`config.mk`:
```
export PLATFORM = sky130hd
export DESIGN_NAME = instruction_memory
export DESIGN_NICKNAME = d
export VERILOG_FILES = /design/src/rtl/instruction_memory.sv
export SDC_FILE = /design/constraint.sdc
export NUM_CORES = 2
export LEC_CHECK = 0
export CORE_ASPECT_RATIO = 0.9
export CORE_UTILIZATION = 55
export CTS_CLUSTER_DIAMETER = 200
export DETAILED_ROUTE_END_ITERATION = 10
export PLACE_DENSITY_LB_ADDON = 0.08
export SLEW_MARGIN = 20
export SYNTH_ARGS = -nofsm -noshare
export SYNTH_HDL_FRONTEND = slang
export SYNTH_SLANG_ARGS = --single-unit
```
`constraint.sdc`:
```
create_clock -name clock -period 3.09 [get_ports clock]
set_clock_uncertainty 0.15 [all_clocks]
set_input_delay 0.618 -clock clock [delete_from_list [all_inputs] [get_ports clock]]
set_output_delay 0.618 -clock clock [all_outputs]
set_load 0.1 [all_outputs]
```
`src/rtl/instruction_memory.sv`:
```
// instruction_memory: program store with 1-cycle registered fetch in RUN and a byte-serial LOAD port.
// Optional LOAD_CHECKSUM_EN adds prog_checksum, the running 8-bit sum of accepted load bytes.
module instruction_memory #(
  parameter int DEPTH = 256,
  parameter int DATA_W = 8
) (
  input  logic              clock,
  input  logic              clear,
  input  logic [7:0]        read_address,
  output logic [DATA_W-1:0] instruction,
  output logic              instruction_valid,
  input  logic              prog_enable,
  input  logic              prog_strobe,
  input  logic [DATA_W-1:0] prog_data,
  output logic [8:0]        prog_count,
  output logic              prog_full,
  output logic              loading
`ifdef LOAD_CHECKSUM_EN
  ,
  output logic [7:0]        prog_checksum
`endif
);
  localparam int AW = DEPTH > 1 ? $clog2(DEPTH) : 1;
  localparam logic [8:0] DEPTH_W = 9'(DEPTH);
  typedef enum logic {S_RUN, S_LOAD} state_t;
  state_t r_state, w_next;
  logic [DATA_W-1:0] r_mem [DEPTH] = '{default: '0};
  logic [DATA_W-1:0] r_instr, w_rd;
  logic r_valid;
  logic [8:0] r_count;
  logic w_enter, w_fetch, w_wr;
  always_comb begin
    w_next = prog_enable ? S_LOAD : S_RUN;
    w_enter = r_state == S_RUN && prog_enable;
    w_fetch = r_state == S_RUN && !prog_enable;
    w_wr = !clear && r_state == S_LOAD && prog_strobe && r_count < DEPTH_W;
    w_rd = {1'b0, read_address} < DEPTH_W ? r_mem[read_address[AW-1:0]] : '0;
  end
  always_ff @(posedge clock) begin
    if (clear) begin
      r_state <= S_RUN;
      r_instr <= '0;
      r_valid <= 1'b0;
      r_count <= '0;
    end else begin
      r_state <= w_next;
      r_instr <= w_fetch ? w_rd : '0;
      r_valid <= w_fetch;
      r_count <= w_enter ? 9'd0 : w_wr ? r_count + 9'd1 : r_count;
    end
  end
  // Contents survive clear; only accepted LOAD strobes change them.
  always_ff @(posedge clock) begin
    if (w_wr) r_mem[r_count[AW-1:0]] <= prog_data;
  end
`ifdef LOAD_CHECKSUM_EN
  logic [7:0] r_sum;
  always_ff @(posedge clock) begin
    if (clear || w_enter) r_sum <= '0;
    else if (w_wr) r_sum <= r_sum + prog_data[7:0];
  end
  assign prog_checksum = r_sum;
`endif
  assign instruction = r_instr;
  assign instruction_valid = r_valid;
  assign prog_count = r_count;
  assign prog_full = r_count == DEPTH_W;
  assign loading = r_state == S_LOAD;
endmodule

```
After elaboration in Yosys (flattened, before gate mapping):

Memories as Yosys holds them, arrays and structs flattened. A register that Yosys moved wholly into a read port is not among the register bits.
Index checks and enable logic that the tools add are counted.

* $add $sub $neg: 1
* order comparisons: 1
* eq/ne operators: 1
* multiplexer cells: 3
* bitwise gates (word level): 2
* reduce and logical (&&, ||, !) cells: 9

Operators with widths (count)
* adder 9 x 1 -> 9 bit, second input constant: 1
* == test 9 bit, second input constant: 1
* less-than comparator 9 bit, second input constant: 1
* logical AND 1 bit: 5
* OR reduction 2 bit: 2
* two-way mux 1 bit: 3
* logical NOT 1 bit: 2
* NOT 1 bit: 2

* register bits after elaboration: 11
* bits in writable memories: 2048
* input bits: 20
* output and inout bits: 20
* word-level logic and storage cells: 21
* memories: 1

Memories
* r_mem: depth 256, bits a word 8, read ports 1, clocked after memory_dff 1, wr ports 1, line 27 `logic [DATA_W-1:0] r_mem [DEPTH] = '{default: '0};`

Longest topological paths before layout:

* word-level depth: 6
* mapped depth: 12
* depth with buffers taken out: 6

Worst setup path before layout:

No wires, ideal clock.

* path kind: flip-flop to output port
* start point: register r_count[1], in the netlist prog_count[1]
* end point: output prog_full
* arrival time: 3.374 ns
* data required time: 2.322 ns
* path slack: -1.052 ns
* cell stages (with the launch flop): 6
* buffers on the path: 1
* cells stage by stage: dfxtp_1 > inv_1 > ha_1 > buf_2 > nand2_1 > nor3_1

* word-level cells in the longest chain between the ends: 1

Ends and longest elaborated chain
* start, declared: line 30 `logic [8:0] r_count;`
* start signal, assigned: line 49 `r_count <= w_enter ? 9'd0 : w_wr ? r_count + 9'd1 : r_count;`
* == test 9 bit: line 67 `assign prog_full = r_count == DEPTH_W;`
* end, declared: line 16 `output logic prog_full,`

No other way between the ends.

Final worst setup path:

* start point: register r_count[7], in the netlist prog_count[7]
* end point: output prog_full

The elaborated chain is that of the path after synthesis.

==> impl_metrics.yaml <==
hold_path:
  hp-start: "prog_data[5]"
  hold_path.class: "in2reg"
floorplanning:
  die-area_mm2: 0.150
  rows: 133
  initial_core_util: 0.556
  coreArea_mm2: 0.147
  top_level_ports: 40
  die_w_um: 408
  die_y_um: 367
pwr:
  p_int_uw: 45900
  pwr-share-clk: 0.417
  p_leak_uw: 0.0320
  finalPower_uw: 58200
  ir_drop_v: 0.000586
  swShare: 0.213
  power_density_mw_per_mm2: 607
  p_comb_frac: 0.054
  power_frac_seq: 0.529
  p_sw_uw: 12400
clocking:
  cts_buffers: 198
  cts-root-buf: "clkbuf_16"
  cts_tree: "built"
  cts_buffer_depth: 3
  post_cts_buffers: 0
  numClockSinks: 2067
  cts_resized: 0
  clk_latency_ns: 0.82
  ctsHoldBuffers: 0
  cts-htree-levels: 4
  path_clk_slew_ns: 0.06
logic_synthesis:
  synth-simple-area-share: 0.0358
  synth_xor_area_frac: 0.000645
  syn_area_mm2: 0.0815
  yosys.cell_types.count: 74
  synth_edf_count: 2048
  seq_area_frac_synth: 0.759
  synth-seq-cells: 2067
  yosys.area_share.adder: 0.000614
  synth_ff_type: "edfxtp_1"
  ys_top_cells_by_area: "edfxtp_1 75%, mux4_2 8.3%, mux2i_1 3.3%, mux4_1 2.9%, nor2_1 1.3%"
  syn_area_per_cell_um2: 20.1
  syn_nets: 4071
  syn_inst: 4047
  synth_top_area_share: 0.755
  synth_top_family_by_area: "multiplexers"
  synth_top_cell_by_area: "edfxtp_1"
  synth_compound_area_frac: 0.0333
  synthArstFlopShare: 0
  muxShareOfSynthArea: 0.147
  synth.yosys.warnings: 0
place:
  post-place-ws_ns: -0.549
  gp_congestion: 0.925
  dpl.hpwl_um: 147000
  port_buffers: 39
route:
  first_pass_iters: 5
  wl_per_cell_um: 32.2
  routed_via_density: 6.38
  drc: 0
  antenna_left: 0
  drt_wl_total_um: 222000
  dr.first_iter.drc_count: 5508
  vias: 44040
finish:
  seqCellArea_mm2: 0.0619
  final_net_count: 4804
  post-route-util: 0.654
  multi_input_area_mm2: 0.0178
  layout-drive-gt1-share: 0.284
  fill_cells: 9817
  area_growth_pct: 17.7
critical_path:
  crit_arrival_ns: 2.29
  critPathKind: "reg2out"
  r2r_start: "prog_count[5]$_SDFFE_PP0P_"
  critPathLaunch: "prog_count[7]$_SDFFE_PP0P_"
  crit_fanout: 7
  critPathLaunchType: "flip-flop"
  crit_path_end_kind: "primary output"
  crit_required_ns: 2.32
sta:
  slew_headroom: 0.250
  max_freq_mhz: 327
  tns_ns: 0
  finalCritPeriodShare: 0.990
  fin_crit_ns: 3.06
  tightest_slew_ns: 1.10
  setup_viol: 0
  slew_viol_final: 0
  final.setup.worst_slack_ns: 0.0320
  rsz0062_at_grt: "no"
  hold_viol_final: 0
flow_run:
  drv_cap: 0
grt:
  grt_max_degree: 108
  track_usage: 0.298
  grt_pass1_wl_um: 315000
  antenna_found_initial: 9
  grt_pass1_vias: 42458
  grt.overflow.total: 0
status:
  status: "completed"
critical path: stages, from the launching register on:
cell     delay (ns)
dfxtp_1        0.44
nor2_1         0.26
nand2_1        0.28
nor3_4         0.26
buf_12         0.21
metrics by stage:
stage          cells  hold WS [ns]  cell area (um^2)
2_1_floorplan   4047         0.540             81500
3_3_place_gp    6537         0.405             89400
3_5_place_dp    6537         0.414             89400
4_1_cts         6904        0.0110             95900
5_1_grt         6904        0.0325             95900
6_report        6906        0.0554             95900
layout make-up:
type	instances	area share
sequential	2067	0.645
multi-input combinational	1719	0.186
timing repair buffer	788	0.0760
clock buffer	238	0.0534
tap	1957	0.0255
clock inverter	129	0.0141
inverter	6	0.000300
antenna	2	0.0000522
registers in the layout, indices dropped and copies added (netlist names):
name	cells
r_mem	2048
instruction	8
instruction_valid	1
prog_count	9
loading	1
routing by layer:
metal	share of wire	global-route usage
met1	0.42	0.453
met5	0.00026	0
met2	0.45	0.435
met4	0.029	0.0860
met3	0.10	0.0673
final timing paths:
path | cells after the start | end | slack (ns)
max | 4 | prog_full | 0.03
min | 1 | r_mem[122][5]$_DFFE_PP_ | 0.06
max reg2reg | 4 | r_mem[33][3]$_DFFE_PP_ | 0.36
min reg2reg | 2 | prog_count[8]$_SDFFE_PP0P_ | 0.42
cells in the mapped netlist, types with 22 or more instances:
cell	n
a21oi_1	55
buf_12	22
buf_2	56
buf_8	24
clkbuf_1	99
edfxtp_1	2048
mux2i_1	265
mux4_1	89
mux4_2	302
nand2_1	109
nand3_1	60
nand4_1	22
nor2_1	291
nor3_1	77
o21ai_0	62
o221ai_1	78
o22ai_1	98
power by group through the flow:
stage	Sequential, uW	Combinational (uW)	Clock [uW]
2_1_floorplan	31500	1430	0
3_3_place_gp	31400	3090	0
3_5_place_dp	31400	3110	0
4_1_cts	30800	3120	24600
5_1_grt	30800	3260	25600
6_report	30800	3140	24300
cell families after synthesis:
group	Yosys count
compound gates	393
simple gates	644
flops	2067
fa+ha+maj	4
buf+inv	261
xor+xnor	6
mux	672
layout by cell type, fill, tap and decap left out, types with 24 or more instances in the layout:
cell type,netlist,final
nor3_1,77,76
buf_4,21,667
clkinv_2,0,38
a21oi_1,55,55
o21ai_0,62,62
edfxtp_1,2048,2048
buf_12,22,103
bufinv_16,0,24
clkbuf_16,0,199
o22ai_1,98,98
mux4_1,89,89
mux4_2,302,302
nand3_1,60,56
clkinv_1,0,46
nand2_1,109,108
clkbuf_1,99,39
o221ai_1,78,78
mux2i_1,265,265
nor2_1,291,289
No activity file was read; power rests on OpenSTA's default activity.
